--- config.mk ---
export PLATFORM = sky130hd
export DESIGN_NAME = alloc_rsp_merger_flat
export DESIGN_NICKNAME = d
export VERILOG_FILES = /design/src/rtl/alloc_rsp_merger_if.sv /design/src/rtl/alloc_rsp_merger.sv /design/src/flat_wrapper.sv
export SDC_FILE = /design/constraint.sdc
export NUM_CORES = 1
export LEC_CHECK = 0
export BUFFER_PORTS_ARGS = -buffer_cell sky130_fd_sc_hd__buf_2
export CORE_ASPECT_RATIO = 1.2
export CORE_MARGIN = 2
export CORE_UTILIZATION = 40
export CTS_BUF_LIST = sky130_fd_sc_hd__clkbuf_16
export DETAILED_ROUTE_END_ITERATION = 7
export PLACE_DENSITY = 0.7
export REMOVE_ABC_BUFFERS = 1
export SKIP_LAST_GASP = 1
export SYNTH_ARGS = -nofsm -noshare
export SYNTH_HDL_FRONTEND = slang
export SYNTH_SLANG_ARGS = --single-unit
--- constraint.sdc ---
create_clock -name clk -period 4.4 [get_ports clk]
set_input_delay 0.22 -clock clk [delete_from_list [all_inputs] [get_ports clk]]
set_output_delay 0.22 -clock clk [all_outputs]
set_load 0.02 [all_outputs]
--- src/rtl/alloc_rsp_merger_if.sv ---
// alloc_rsp_merger_if: bundles the dispatcher and FDT response inputs, the downstream FIFO write port and the status flags.
//   slave  : merger side (response and FIFO-status inputs in, FIFO write port and almost_full/overflow_err out)
//   master : environment side (mirror of slave)
`ifndef REQ_ID_WIDTH
`define REQ_ID_WIDTH 8
`endif
`ifndef ALL_PAGE_IDX_WIDTH
`define ALL_PAGE_IDX_WIDTH 10
`endif
`ifndef FAIL_REASON_WIDTH
`define FAIL_REASON_WIDTH 3
`endif
`ifndef FIFO_PTR_WIDTH
`define FIFO_PTR_WIDTH 6
`endif
interface alloc_rsp_merger_if;
   logic                           disp_rsp_write_en;
   logic [`REQ_ID_WIDTH-1:0]       disp_rsp_id;
   logic [`ALL_PAGE_IDX_WIDTH-1:0] disp_rsp_page_idx;
   logic                           disp_rsp_fail;
   logic [`FAIL_REASON_WIDTH-1:0]  disp_rsp_fail_reason;
   logic                           fdt_rsp_valid;
   logic [`REQ_ID_WIDTH-1:0]       fdt_rsp_id;
   logic [`ALL_PAGE_IDX_WIDTH-1:0] fdt_rsp_page_idx;
   logic                           fdt_rsp_fail;
   logic [`FAIL_REASON_WIDTH-1:0]  fdt_rsp_fail_reason;
   logic                           rsp_fifo_full;
   logic [`FIFO_PTR_WIDTH:0]       rsp_fifo_data_count;
   logic                           rsp_fifo_write_en;
   logic [`REQ_ID_WIDTH-1:0]       rsp_fifo_id;
   logic [`ALL_PAGE_IDX_WIDTH-1:0] rsp_fifo_page_idx;
   logic                           rsp_fifo_fail;
   logic [`FAIL_REASON_WIDTH-1:0]  rsp_fifo_fail_reason;
   logic                           alloc_rsp_fifo_almost_full;
   logic                           overflow_err;
   modport slave (
      input  disp_rsp_write_en, disp_rsp_id, disp_rsp_page_idx, disp_rsp_fail, disp_rsp_fail_reason,
      input  fdt_rsp_valid, fdt_rsp_id, fdt_rsp_page_idx, fdt_rsp_fail, fdt_rsp_fail_reason,
      input  rsp_fifo_full, rsp_fifo_data_count,
      output rsp_fifo_write_en, rsp_fifo_id, rsp_fifo_page_idx, rsp_fifo_fail, rsp_fifo_fail_reason,
      output alloc_rsp_fifo_almost_full, overflow_err
   );
   modport master (
      output disp_rsp_write_en, disp_rsp_id, disp_rsp_page_idx, disp_rsp_fail, disp_rsp_fail_reason,
      output fdt_rsp_valid, fdt_rsp_id, fdt_rsp_page_idx, fdt_rsp_fail, fdt_rsp_fail_reason,
      output rsp_fifo_full, rsp_fifo_data_count,
      input  rsp_fifo_write_en, rsp_fifo_id, rsp_fifo_page_idx, rsp_fifo_fail, rsp_fifo_fail_reason,
      input  alloc_rsp_fifo_almost_full, overflow_err
   );
endinterface

--- src/rtl/alloc_rsp_merger.sv ---
// alloc_rsp_merger: merges dispatcher and FDT alloc responses into one registered FIFO write port with a pending queue.
//   clk, rst (async, active-high); bus : alloc_rsp_merger_if.slave (inputs, FIFO write port, almost_full, sticky overflow_err)
//   ALLOC_RSP_MERGER_STATS_EN adds stat_ok_cnt, stat_fail_cnt, stat_drop_cnt (saturating) and stat_max_occ.
`ifndef REQ_ID_WIDTH
`define REQ_ID_WIDTH 8
`endif
`ifndef ALL_PAGE_IDX_WIDTH
`define ALL_PAGE_IDX_WIDTH 10
`endif
`ifndef FAIL_REASON_WIDTH
`define FAIL_REASON_WIDTH 3
`endif
`ifndef FIFO_PTR_WIDTH
`define FIFO_PTR_WIDTH 6
`endif
module alloc_rsp_merger #(
   parameter int PEND_DEPTH = 4,
   parameter int FIFO_DEPTH = 64,
   parameter int AF_MARGIN  = 8
) (
   input logic clk,
   input logic rst,
   alloc_rsp_merger_if.slave bus
`ifdef ALLOC_RSP_MERGER_STATS_EN
   ,
   output logic [15:0] stat_ok_cnt,
   output logic [15:0] stat_fail_cnt,
   output logic [15:0] stat_drop_cnt,
   output logic [$clog2(PEND_DEPTH+1)-1:0] stat_max_occ
`endif
);
   localparam int CW = $clog2(PEND_DEPTH + 1);
   localparam int PW = $clog2(PEND_DEPTH);
   localparam int SW = `FIFO_PTR_WIDTH + 2;
   typedef struct packed {
      logic [`REQ_ID_WIDTH-1:0]       id;
      logic [`ALL_PAGE_IDX_WIDTH-1:0] page;
      logic                           fail;
      logic [`FAIL_REASON_WIDTH-1:0]  reason;
   } rsp_t;
   typedef enum logic {BYPASS, DRAIN} state_t;
   state_t        state, state_next;
   rsp_t          mem [PEND_DEPTH];
   rsp_t          fdt_rsp, disp_rsp, head, wr_rsp;
   logic [PW-1:0] rd_ptr, wr_ptr;
   logic [CW-1:0] occ, occ_next;
   logic [CW:0]   space;
   logic          byp_path, deq, byp, enq_f, enq_d, keep_f, keep_d, drop_f, drop_d;
   assign fdt_rsp  = {bus.fdt_rsp_id, bus.fdt_rsp_page_idx, bus.fdt_rsp_fail, bus.fdt_rsp_fail_reason};
   assign disp_rsp = {bus.disp_rsp_id, bus.disp_rsp_page_idx, bus.disp_rsp_fail, bus.disp_rsp_fail_reason};
   assign head     = mem[rd_ptr];
   always_ff @(posedge clk or posedge rst)
      if (rst) state <= BYPASS;
      else state <= state_next;
   // Arrivals in DRAIN are always enqueued, so an empty queue next cycle implies nothing arrived.
   always_comb state_next = occ_next != '0 ? DRAIN : BYPASS;
   always_comb begin
      byp_path = state == BYPASS && !bus.rsp_fifo_full;
      deq      = state == DRAIN && !bus.rsp_fifo_full && occ != '0;
      byp      = byp_path && (bus.fdt_rsp_valid || bus.disp_rsp_write_en);
   end
   // FDT wins the bypass slot; the slot freed by a dequeue is reusable in the same cycle.
   always_comb begin
      enq_f    = bus.fdt_rsp_valid && !byp_path;
      enq_d    = bus.disp_rsp_write_en && !(byp_path && !bus.fdt_rsp_valid);
      space    = (CW+1)'(PEND_DEPTH) - {1'b0, occ} + (CW+1)'(deq);
      keep_f   = enq_f && space != '0;
      keep_d   = enq_d && space > (CW+1)'(keep_f);
      drop_f   = enq_f && !keep_f;
      drop_d   = enq_d && !keep_d;
      occ_next = occ + CW'(keep_f) + CW'(keep_d) - CW'(deq);
      wr_rsp   = deq ? head : bus.fdt_rsp_valid ? fdt_rsp : disp_rsp;
   end
   always_ff @(posedge clk) begin
      if (keep_f) mem[wr_ptr] <= fdt_rsp;
      if (keep_d) mem[keep_f ? wr_ptr + 1'b1 : wr_ptr] <= disp_rsp;
   end
   always_ff @(posedge clk or posedge rst)
      if (rst) begin
         rd_ptr                         <= '0;
         wr_ptr                         <= '0;
         occ                            <= '0;
         bus.rsp_fifo_write_en          <= 1'b0;
         bus.rsp_fifo_id                <= '0;
         bus.rsp_fifo_page_idx          <= '0;
         bus.rsp_fifo_fail              <= 1'b0;
         bus.rsp_fifo_fail_reason       <= '0;
         bus.alloc_rsp_fifo_almost_full <= 1'b0;
         bus.overflow_err               <= 1'b0;
      end else begin
         rd_ptr                         <= rd_ptr + PW'(deq);
         wr_ptr                         <= wr_ptr + PW'(keep_f) + PW'(keep_d);
         occ                            <= occ_next;
         bus.rsp_fifo_write_en          <= deq || byp;
         if (deq || byp)
            {bus.rsp_fifo_id, bus.rsp_fifo_page_idx, bus.rsp_fifo_fail, bus.rsp_fifo_fail_reason} <= wr_rsp;
         bus.alloc_rsp_fifo_almost_full <= SW'(bus.rsp_fifo_data_count) + SW'(occ_next) >= SW'(FIFO_DEPTH - AF_MARGIN);
         bus.overflow_err               <= bus.overflow_err || drop_f || drop_d;
      end
`ifdef ALLOC_RSP_MERGER_STATS_EN
   logic [16:0] drop_sum;
   assign drop_sum = {1'b0, stat_drop_cnt} + 17'(drop_f) + 17'(drop_d);
   always_ff @(posedge clk or posedge rst)
      if (rst) begin
         stat_ok_cnt   <= '0;
         stat_fail_cnt <= '0;
         stat_drop_cnt <= '0;
         stat_max_occ  <= '0;
      end else begin
         if ((deq || byp) && !wr_rsp.fail) stat_ok_cnt <= stat_ok_cnt + 16'(stat_ok_cnt != 16'hFFFF);
         if ((deq || byp) && wr_rsp.fail) stat_fail_cnt <= stat_fail_cnt + 16'(stat_fail_cnt != 16'hFFFF);
         stat_drop_cnt <= drop_sum[16] ? 16'hFFFF : drop_sum[15:0];
         if (occ_next > stat_max_occ) stat_max_occ <= occ_next;
      end
`endif
endmodule

--- src/flat_wrapper.sv ---
// flat-port wrapper written by rule: the top's interface ports become plain ports
module alloc_rsp_merger_flat 
#(
   parameter int PEND_DEPTH = 4,
   parameter int FIFO_DEPTH = 64,
   parameter int AF_MARGIN  = 8
)
  (clk, rst, bus_disp_rsp_write_en, bus_disp_rsp_id, bus_disp_rsp_page_idx, bus_disp_rsp_fail, bus_disp_rsp_fail_reason, bus_fdt_rsp_valid, bus_fdt_rsp_id, bus_fdt_rsp_page_idx, bus_fdt_rsp_fail, bus_fdt_rsp_fail_reason, bus_rsp_fifo_full, bus_rsp_fifo_data_count, bus_rsp_fifo_write_en, bus_rsp_fifo_id, bus_rsp_fifo_page_idx, bus_rsp_fifo_fail, bus_rsp_fifo_fail_reason, bus_alloc_rsp_fifo_almost_full, bus_overflow_err);
  alloc_rsp_merger_if bus_i ();
  input logic clk;
  input logic rst;
  input wire logic [$bits(bus_i.disp_rsp_write_en)-1:0] bus_disp_rsp_write_en;
  input wire logic [$bits(bus_i.disp_rsp_id)-1:0] bus_disp_rsp_id;
  input wire logic [$bits(bus_i.disp_rsp_page_idx)-1:0] bus_disp_rsp_page_idx;
  input wire logic [$bits(bus_i.disp_rsp_fail)-1:0] bus_disp_rsp_fail;
  input wire logic [$bits(bus_i.disp_rsp_fail_reason)-1:0] bus_disp_rsp_fail_reason;
  input wire logic [$bits(bus_i.fdt_rsp_valid)-1:0] bus_fdt_rsp_valid;
  input wire logic [$bits(bus_i.fdt_rsp_id)-1:0] bus_fdt_rsp_id;
  input wire logic [$bits(bus_i.fdt_rsp_page_idx)-1:0] bus_fdt_rsp_page_idx;
  input wire logic [$bits(bus_i.fdt_rsp_fail)-1:0] bus_fdt_rsp_fail;
  input wire logic [$bits(bus_i.fdt_rsp_fail_reason)-1:0] bus_fdt_rsp_fail_reason;
  input wire logic [$bits(bus_i.rsp_fifo_full)-1:0] bus_rsp_fifo_full;
  input wire logic [$bits(bus_i.rsp_fifo_data_count)-1:0] bus_rsp_fifo_data_count;
  output wire logic [$bits(bus_i.rsp_fifo_write_en)-1:0] bus_rsp_fifo_write_en;
  output wire logic [$bits(bus_i.rsp_fifo_id)-1:0] bus_rsp_fifo_id;
  output wire logic [$bits(bus_i.rsp_fifo_page_idx)-1:0] bus_rsp_fifo_page_idx;
  output wire logic [$bits(bus_i.rsp_fifo_fail)-1:0] bus_rsp_fifo_fail;
  output wire logic [$bits(bus_i.rsp_fifo_fail_reason)-1:0] bus_rsp_fifo_fail_reason;
  output wire logic [$bits(bus_i.alloc_rsp_fifo_almost_full)-1:0] bus_alloc_rsp_fifo_almost_full;
  output wire logic [$bits(bus_i.overflow_err)-1:0] bus_overflow_err;
  assign bus_i.disp_rsp_write_en = bus_disp_rsp_write_en;
  assign bus_i.disp_rsp_id = bus_disp_rsp_id;
  assign bus_i.disp_rsp_page_idx = bus_disp_rsp_page_idx;
  assign bus_i.disp_rsp_fail = bus_disp_rsp_fail;
  assign bus_i.disp_rsp_fail_reason = bus_disp_rsp_fail_reason;
  assign bus_i.fdt_rsp_valid = bus_fdt_rsp_valid;
  assign bus_i.fdt_rsp_id = bus_fdt_rsp_id;
  assign bus_i.fdt_rsp_page_idx = bus_fdt_rsp_page_idx;
  assign bus_i.fdt_rsp_fail = bus_fdt_rsp_fail;
  assign bus_i.fdt_rsp_fail_reason = bus_fdt_rsp_fail_reason;
  assign bus_i.rsp_fifo_full = bus_rsp_fifo_full;
  assign bus_i.rsp_fifo_data_count = bus_rsp_fifo_data_count;
  assign bus_rsp_fifo_write_en = bus_i.rsp_fifo_write_en;
  assign bus_rsp_fifo_id = bus_i.rsp_fifo_id;
  assign bus_rsp_fifo_page_idx = bus_i.rsp_fifo_page_idx;
  assign bus_rsp_fifo_fail = bus_i.rsp_fifo_fail;
  assign bus_rsp_fifo_fail_reason = bus_i.rsp_fifo_fail_reason;
  assign bus_alloc_rsp_fifo_almost_full = bus_i.alloc_rsp_fifo_almost_full;
  assign bus_overflow_err = bus_i.overflow_err;
  alloc_rsp_merger #(.PEND_DEPTH(PEND_DEPTH), .FIFO_DEPTH(FIFO_DEPTH), .AF_MARGIN(AF_MARGIN)) u_core (.clk(clk), .rst(rst), .bus(bus_i));
endmodule
Yosys cells after proc, flatten, opt, wreduce, memory -nomap -nowiden --
Memory sizes are Yosys's and may differ from the RTL's. Index checks and enable logic that the tools add are counted.
Operators by class: add/sub/neg operators 10, order comparisons 2, mux-type cells 8, bitwise logic cells 1, reduce and logical (&&, ||, !) cells 24
Operators with widths (number):
- 22-bit 2-to-1 mux | 2
- 1-bit logical AND | 11
- 7-bit by 3-bit adder with 8-bit output | 1
- 8-bit by 6-bit >= comparator with 1-bit output, second input constant | 1
- 2-bit by 1-bit adder with 2-bit output | 3
- 3-bit by 1-bit adder with 3-bit output | 2
- 1-bit logical NOT | 6
- 3-bit nonzero test | 2
- 1-bit 2-to-1 mux | 5
- 4-bit by 1-bit adder with 4-bit output | 1
- 4-bit by 1-bit > comparator with 1-bit output | 1
- 1-bit logical OR | 4
- 4-bit nonzero test | 1
- 3-bit by 3-bit subtractor with 4-bit output, first input constant | 1
- 3-bit by 1-bit subtractor with 3-bit output | 1
- 2-bit by 1-bit adder with 2-bit output, second input constant | 1
- 2-bit 2-to-1 mux | 1
- 1-bit NOT | 1
Storage, ports and cells: register bits 33, memory bits (writable) 88, bits of input ports 56, output and inout port bits 25, word-level logic and storage cells 57, memories kept 1
Memories:
- u_core.mem | words 4, bits a word 22, rd ports 1, clocked after memory_dff 0, wr ports 2, line alloc_rsp_merger.sv:43 | rsp_t mem [PEND_DEPTH];

Logic depth before layout (Yosys ltp) --
Gate-level depths: netlist (run 1).
depth after elaboration 12, gate-level depth with buffers 21, gate-level depth less buffers 20

Worst setup path after synthesis (run 1) --
Ideal clock, no wire load.
path type register to register, start point register u_core.occ[2], end point register u_core.bus.alloc_rsp_fifo_almost_full, setup time 0.077 ns, data arrival time 4.367 ns, data required time 4.323 ns, slack -0.045 ns, cell stages (with the launch flop) 20, path buffers 1, clock period less this slack 4.445 ns, cells stage by stage dfrtp_1 nor3_1 nor3b_1 inv_1 ha_1 inv_1 ha_1 or4b_1 o2111a_1 buf_2 inv_1 ha_1 fa_1 fa_1 fa_1 nor3b_1 a21oi_1 a31oi_1 a21oi_1 a21oi_1
Between the ends: word-level cells in the longest chain between the ends 11, elaborated cells between the ends (all ways) 13, classes of those cells 6 x add/sub; 2 x order compare; 5 x reduce/logical
RTL lines:
- from (decl) | line alloc_rsp_merger.sv:46 | logic [CW-1:0] occ, occ_next;
- from (signal assigned) | line alloc_rsp_merger.sv:93 | occ <= occ_next;
- branches (longest 8 deep; another with 3-bit by 3-bit subtractor with 4-bit output)
- 3-bit by 1-bit subtractor with 3-bit output (*) | line alloc_rsp_merger.sv:71 | occ_next = occ + CW'(keep_f) + CW'(keep_d) - CW'(deq);
- 7-bit by 3-bit adder with 8-bit output (*) | line alloc_rsp_merger.sv:97 | bus.alloc_rsp_fifo_almost_full <= SW'(bus.rsp_fifo_data_count) + SW'(occ_next) >= SW'(FIFO_DEPTH - AF_MARGIN);
- 8-bit by 6-bit >= comparator with 1-bit output (*) | line alloc_rsp_merger.sv:97
- to (signal assigned) | line alloc_rsp_merger.sv:97
- to (decl) | line alloc_rsp_merger_if.sv:41 | output alloc_rsp_fifo_almost_full, overflow_err
Mark *: on every way between the ends. A chain may end at the register's enable or synchronous reset.

Worst setup path after layout (run 1) --
start point register u_core.occ[0], end point register u_core.bus.alloc_rsp_fifo_almost_full
Between the ends: word-level cells in the longest chain between the ends 11, elaborated cells between the ends (all ways) 13, classes of those cells 6 x add/sub; 2 x order compare; 5 x reduce/logical
RTL lines (line):
- branches (longest 8 deep; another with 3-bit by 3-bit subtractor with 4-bit output)
- 3-bit by 1-bit subtractor with 3-bit output (*) | alloc_rsp_merger.sv:71
- via u_core.occ_next[1] | alloc_rsp_merger.sv:46
- 7-bit by 3-bit adder with 8-bit output (*) | alloc_rsp_merger.sv:97
- 8-bit by 6-bit >= comparator with 1-bit output (*) | alloc_rsp_merger.sv:97
Mark *: on every way through the listed nets, which the timed path passes.

==> key figures, run 1 <==
Outcome
  – Outcome: finished clean

Detailed routing
  – Top layer in use: met5
  – Antenna viol nets, final: 0
  – 1st-pass router iterations: 4
  – Met2 routed WL: about 8200 µm
  – Vias: around 4,100
  – Wl on met1: around 6100 µm
  – Metal3 WL: ~600 µm
  – Detailed Route WL: between 15,000 and 20,000 µm
  – 1st-iter DRT viols: 244
  – Wire per inst: between 15 and 20 µm
  – Via density: around 5.3
  – DRC viols: 0

Synthesis
  – Synth unique cells: 46
  – Post-Syn Area: 0.00641 mm²
  – Synth Area in Compound Gates: 0.0574
  – Yosys warns: 0
  – Main synth FF type: edfxtp_1
  – Synthesized flop and latch total: between 100 and 150
  – Mux contribution to synthesized area: 0.279
  – Post-Syn Area per Cell: approximately 14 µm²
  – Yosys top cell area share: 0.412
  – Post-synth EDFFs: 88
  – Post-synthesis cell count: around 440
  – Xor/xnor cell area share of the yosys netlist: 0.00410
  – Synth Area in Simple Gates: 0.0501
  – Adder-cell area share of the yosys netlist: 0.0375
  – Post-synth ARST share: 0.273
  – Largest area contributor in the netlist: edfxtp_1
  – Area contributors post-synth: edfxtp_1 41%, dfrtp_1 13%, mux2_2 12%, mux4_2 7.7%, mux2_4 4.4%
  – Seq/Total Area, Yosys: 0.541
  – Main combinational cell family by area after synthesis: multiplexers

Clocking
  – CTS tree: yes
  – H-Tree Depth: 4
  – Clock Root Buffer: clkbuf_16
  – Total CTS buffers: 17
  – CTS Sinks: approximately 120
  – Clock slew at reported path FFs: 50 ps
  – Clk Latency, worst-skew pair: roughly 400 ps
  – Max clock buf depth: 2

Global routing
  – Largest net degree at the start of global routing: between 40 and 50
  – Vias in the first global route: 4,402
  – Total grt overflow: 0
  – First-pass GRT wire length: between 20,000 and 25,000 µm
  – GRT Util Overall: 0.185
  – Initial antenna violation count: 1

STA
  – Endpoints failing setup: 0
  – Period minus WS final: roughly 4200 ps
  – F_max: ~0.24 GHz
  – Setup Skew: roughly 6.3 ps
  – Final Hold Viols: 0
  – Worst rel slew slack: 0.352
  – Worst hold slack: about 100 ps
  – Least-Margin Pin Slew: around 970 ps
  – Max-slew violation count: 0
  – Setup WS post-layout: roughly 230 ps
  – Fin crit share: 0.947

Finish
  – Post-layout nets: 616
  – Antenna cells: 0
  – Layout cells sized above 1: 0.476
  – Area Growth Syn to Fin: 20.9%
  – Post-route insts no fill: 765
  – Filler cells: ~1,400

Critical path
  – Crit Path Category: register to register
  – Crit. End Element: register
  – Critical path arrival: around 4500 ps
  – CP max FO: 3
  – Critical path data required time: roughly 4700 ps
  – Crit start category: register

Floorplanning
  – Rows: 50
  – I/O pin count: just over 80
  – Die footprint: between 0.015 and 0.02 mm²
  – Core area: 0.0156 mm²
  – Die width: about 120 µm
  – Initial Util: 0.410
  – Die Ht: 143 µm

Placed design
  – Setup WS pre-CTS: slightly above 80 ps
  – HPWL after DPL: 9490 µm
  – I/O Buffers: 80
  – DP Cell Count: around 730
  – GPL Wtd Cong: between 0.7 and 0.8

Power and ir drop
  – Total power: 5.83 mW
  – Sequential share of power: 0.364
  – Net Sw Frac: 0.346
  – Sw Pwr: 2.02 mW
  – Peak VDD IR: ~0.4 mV
  – Clock share of power: 0.225
  – PD cells: 752 mW/mm²
  – Leakage power: ~3.1 nW
  – Gate power share: 0.412
  – Internal cell power: approximately 3.8 mW

Min path
  – Worst hold path type: input port to register

Flow run
  – Max-capacitance violation count: 0
final cells by class:
type,count,area [µm²],share of cell area
Clock inverter,15,136,0.0176
Timing Repair Buffer,106,611,0.0787
Multi-Input combinational cell,284,2800,0.361
Clock buffer,17,425,0.0549
Tap cell,208,260,0.0336
Sequential cell,121,3470,0.447
Inverter,14,52.6,0.00678
synthesized netlist by cell type, types with 2 or more instances:
master	n
fa_1	4
mux2_2	68
o221a_2	2
buf_6	6
buf_1	4
and3_1	2
o21ai_0	41
nand2_1	46
mux2_4	19
buf_4	2
xnor2_1	2
buf_2	2
edfxtp_1	88
clkbuf_1	11
dfrtp_1	33
a21o_1	4
mux4_2	22
a21oi_1	7
mux2i_1	23
nor2_1	5
nor3b_1	2
inv_1	14
ha_1	12
or3_1	3
routing by layer:
layer | track usage | up-vias
li1 | - | 1886
met2 | 0.343 | 84
met1 | 0.217 | 2094
met5 | 0 | -
met4 | 0.0483 | 2
met3 | 0.0407 | 9
worst max-delay path, stage by stage (launching register included):
cell and delay (ps):
dfrtp_1 420, nor3_2 220, nor3b_2 70, inv_1 90
ha_2 190, inv_1 60, ha_4 210, or4b_1 470
o2111a_1 180, inv_2 80, ha_1 240, fa_2 350
fa_2 580, inv_2 50, ha_1 290, a21oi_2 180
a21oi_1 80, a31oi_1 140, a21oi_1 80, a21oi_1 110
worst paths after layout:
check | slack, ps | start | cells past startpoint | to
max | 230 | u_core.occ[0] | 19 | u_core.bus.alloc_rsp_fifo_almost_full
min reg2reg | 470 | u_core.bus.overflow_err | 1 | u_core.bus.overflow_err
min in group asynchronous | 490 | rst | 4 | u_core.bus.rsp_fifo_fail_reason[2]
min | 100 | bus_rsp_fifo_data_count[6] | 3 | u_core.bus.alloc_rsp_fifo_almost_full
max in group asynchronous | 3520 | rst | 4 | u_core.rd_ptr[0]
max reg2reg | 230 | u_core.occ[0] | 19 | u_core.bus.alloc_rsp_fifo_almost_full
registers in the layout, summed over array words and instances (netlist names):
name / cells
u_core.wr_ptr: 2
u_core.rd_ptr: 2
u_core.bus.rsp_fifo_id: 8
u_core.bus.overflow_err: 1
u_core.mem: 88
u_core.bus.rsp_fifo_page_idx: 10
u_core.occ: 3
u_core.bus.rsp_fifo_fail: 1
u_core.bus.alloc_rsp_fifo_almost_full: 1
u_core.bus.rsp_fifo_write_en: 1
u_core.bus.rsp_fifo_fail_reason: 3
u_core.state: 1
repair_timing:
action / in CTS / in global routing
resized for setup: 0 / 11
hold buffers: 1 / 0
endpoints found under the hold margin: 33 / 0
endpoints found under the setup margin: 0 / 1
buffers inserted: 0 / 3
power groups by stage:
stage | logic, mW | registers, mW | clock network, mW
floorplan | 1.43 | 2.22 | 0
global placement | 2.24 | 2.11 | 0
detailed placement | 2.31 | 2.14 | 0
CTS | 2.32 | 2.13 | 1.33
global route | 2.63 | 2.18 | 1.39
finish | 2.40 | 2.12 | 1.31
logic make-up (layout without fill, tap and decap cells):
family,count (synthesis),in the layout
flops,121,121
mux,133,133
simple gates,70,70
buf+inv,39,152
xor+xnor,3,3
fa+ha+maj,17,17
compound gates,61,61
placed cells by master (no fill, tap or decap), types with 2 or more instances in the layout:
master      instances
o21ai_0            41
inv_2               2
o221a_2             2
nand2_1            46
mux2i_1            23
nor3_2              2
clkbuf_16          17
or3_1               3
mux2_4             19
buf_4              24
nor2_1              4
clkinv_2            6
a21oi_1             6
a21o_1              4
bufinv_16           2
ha_1               10
mux2_2             68
dfrtp_1            32
clkinvlp_4          4
and3_1              2
edfxtp_1           88
nor3b_2             2
fa_2                3
mux4_2             22
inv_1              13
buf_2              80
through the flow:
| stage | util | setup TNS, ps | instance area [µm²] |
|---|---|---|---|
| floorplan | - | -237270 | 6260 |
| global placement | 0.455 | 0 | 7120 |
| detailed placement | 0.455 | 0 | 7120 |
| CTS | 0.492 | 0 | 7690 |
| global route | 0.496 | -28.9 | 7750 |
| finish | 0.496 | 0 | 7750 |
Note: power is estimated with default switching activity, not from simulation.
==> run 2, diff against run 1 <==
Settings changed: BUFFER_PORTS_ARGS -buffer_cell sky130_fd_sc_hd__buf_2 to -buffer_cell sky130_fd_sc_hd__clkbuf_2, SLEW_MARGIN set to 10.
==> run 2 against run 1 <==
Against the previous run:
- design area up 0.47%
- sequential cell count unchanged
- via count down 1.7%
- first-iteration DRC count down 10%
- fmax down 1.1%
- combinational power about the same
- die area unchanged
- cell count down 0.13%
==> key figures, run 2 (synthesized netlist as in run 1, its figures left out) <==
Finish
  – Most common cell after layout, fill and taps aside: edfxtp_1
  – Largest regs: u_core.mem (88), u_core.bus.rsp_fifo_page_idx (10), u_core.bus.rsp_fifo_id (8)
  – Post-layout nets: between 600 and 700
  – Max reg flops: 88
  – Most flop-heavy register: u_core.mem
  – Sequential cell area: 0.00347 mm²
  – Area Growth Syn to Fin: 21.5%
  – Antenna cells: 0
  – Layout cells sized above 1: 0.484
  – Commonest cells after routing, fill and taps aside: 88 x edfxtp_1, 80 x clkbuf_2, 68 x mux2_2, 46 x nand2_1, 41 x o21ai_0
  – Filler cells: roughly 1,400
  – Area taken by multi-input logic gates: 0.00282 mm²

Critical path
  – Crit start category: register
  – RR Endpoint: u_core.bus.alloc_rsp_fifo_almost_full
  – Critical path arrival: roughly 4500 ps
  – R2R Setup Slk: ~190 ps
  – CP Cell Sequence: nor3_2 -> nor3b_2 -> inv_2 -> ha_2 -> inv_1 -> ha_1 -> or4b_1 -> o2111a_1 -> inv_2 -> ha_1 -> fa_2 -> fa_2 -> xnor2_2 -> ha_4 -> nor3b_2 -> a21oi_1 -> a31oi_1 -> a21oi_1 -> a21oi_1
  – CP max FO: 5
  – Crit Path Category: register to register
  – RR Startpoint: u_core.occ[2]
  – Most used cell, CP: a21oi_1
  – CP max stage delay: approximately 470 ps
  – Origin of the worst setup path: u_core.occ[2]
  – Slowest cell on crit path: or4b_1
  – Path depth of the worst reg2reg path: 19
  – Crit. End Element: register
  – Critical path data required time: around 4700 ps

Placed design
  – HPWL after DPL: around 9500 µm
  – GPL Wtd Cong: just over 0.8
  – Setup WS pre-CTS: -57.6 ps
  – I/O Buffers: 80

Clocking
  – H-Tree Depth: 4
  – Clk Latency, worst-skew pair: between 400 and 500 ps
  – Max clock buf depth: 2
  – Clock slew at reported path FFs: around 50 ps
  – CTS tree: yes
  – Clock Root Buffer: clkbuf_16
  – CTS Sinks: between 100 and 150
  – Total CTS buffers: 17

Global routing
  – Met1 Usage GRT: 0.213
  – First-pass GRT wire length: around 23,000 µm
  – Total grt overflow: 0
  – Vias in the first global route: 4,275
  – Largest net degree at the start of global routing: between 40 and 50
  – GRT Util Overall: 0.184
  – Global Route met2 Usage: 0.336
  – Met3 usage: 0.0487
  – Busiest metal layer after global routing: met2
  – Initial antenna violation count: 0

STA
  – Period minus WS final: between 4000 and 5000 ps
  – Worst rel slew slack: 0.355
  – F_max: 0.238 GHz
  – Final Hold Viols: 0
  – Setup_tns: 0 ps
  – Least-Margin Pin Slew: between 900 and 1000 ps
  – Max-slew violation count: 0
  – Setup Skew: between 4 and 5 ps
  – Setup WS post-layout: 190 ps
  – Endpoints failing setup: 0
  – Worst hold slack: ~99 ps
  – Fin crit share: 0.957

Detailed routing
  – Vias: between 4,000 and 5,000
  – Wire per inst: 19.6 µm
  – Antenna viol nets, final: 0
  – Detailed Route WL: between 10,000 and 15,000 µm
  – Via density: between 5 and 6
  – 1st-iter DRT viols: about 220
  – DRC viols: 0
  – 1st-pass router iterations: 4

Min path
  – Hold EP: u_core.bus.alloc_rsp_fifo_almost_full
  – Worst hold path type: input port to register
  – Hold_sp: bus_rsp_fifo_data_count[6]
  – Hold path depth: 3

Floorplanning
  – I/O pin count: slightly above 80
  – Rows: 50
  – Die Ht: 143 µm
  – Die width: approximately 120 µm
  – Die footprint: 0.0171 mm²
  – Core area: 0.0156 mm²
  – Initial Util: 0.410

Outcome
  – Outcome: finished clean

Power and ir drop
  – Total power: 5.94 mW
  – Leakage power: between 3 and 4 nW
  – PD cells: roughly 760 mW/mm²
  – Peak VDD IR: 0.339 mV

Flow run
  – Max-capacitance violation count: 0
==> run 2: cell types whose count changed in the layout (fill, tap and decap cells not counted), sizes merged <==
| cell | before | now |
|---|---|---|
| buf | 105 | 24 |
| bufinv | 2 | 3 |
| clkbuf | 17 | 97 |
| clkinv | 8 | 5 |
| clkinvlp | 4 | 5 |
| inv | 15 | 16 |
==> run 2: stage by stage <==
stage           util  instance area (µm²)  instances
6_report       0.498                 7790        764
5_1_grt        0.498                 7790        764
4_1_cts        0.494                 7730        761
3_5_place_dp   0.454                 7100        728
3_3_place_gp   0.454                 7100        728
2_1_floorplan      -                 6260        419
==> run 2: timing repair <==
| action | 4_1_cts | 5_1_grt |
|---|---|---|
| buffers inserted | 0 | 3 |
| hold endpoints to repair | 33 | 0 |
| gates resized for setup | 3 | 12 |
| pin swaps | 1 | 7 |
| endpoints found under the setup margin | 1 | 1 |
| hold buffers | 1 | 0 |
==> run 2: where the power goes <==
group	switching, mW	total, mW	internal [mW]
Clock	0.513	1.40	0.890
Sequential	0.276	2.14	1.86
Combinational	1.26	2.40	1.14
Total	2.05	5.94	3.89
==> run 2: layer usage <==
metal  vias to the layer above  part of all wire
met3                        13             0.056
met2                        94              0.54
met1                      2022              0.40
met5                         -                 0
met4                         0            0.0074
li1                       1878                 -
==> run 2: worst max-delay path by stage <==
stage / to / slack (ps) / cells after the start
2_1_floorplan: u_core.bus.alloc_rsp_fifo_almost_full / -1950 / 18
3_3_place_gp: u_core.bus.alloc_rsp_fifo_almost_full / 160 / 18
3_5_place_dp: u_core.bus.alloc_rsp_fifo_almost_full / -60 / 19
4_1_cts: u_core.bus.alloc_rsp_fifo_almost_full / 30 / 18
5_1_grt: u_core.bus.alloc_rsp_fifo_almost_full / -10 / 18
6_report: u_core.bus.alloc_rsp_fifo_almost_full / 190 / 19
==> run 2: layout make-up <==
type                            instances  share of cell area
Clock buffer                           17              0.0546
Clock inverter                         15              0.0226
Inverter                               14             0.00674
Multi-Input combinational cell        284               0.361
Sequential cell                       121               0.445
Tap cell                              208              0.0334
Timing Repair Buffer                  105              0.0758
==> run 2: critical path: cells and delay by family, from the launching register on <==
family	cells	cell delay, ps
buf+inv	3	170
simple gates	4	910
xor+xnor	1	280
flops	1	440
compound gates	5	560
fa+ha+maj	6	1740
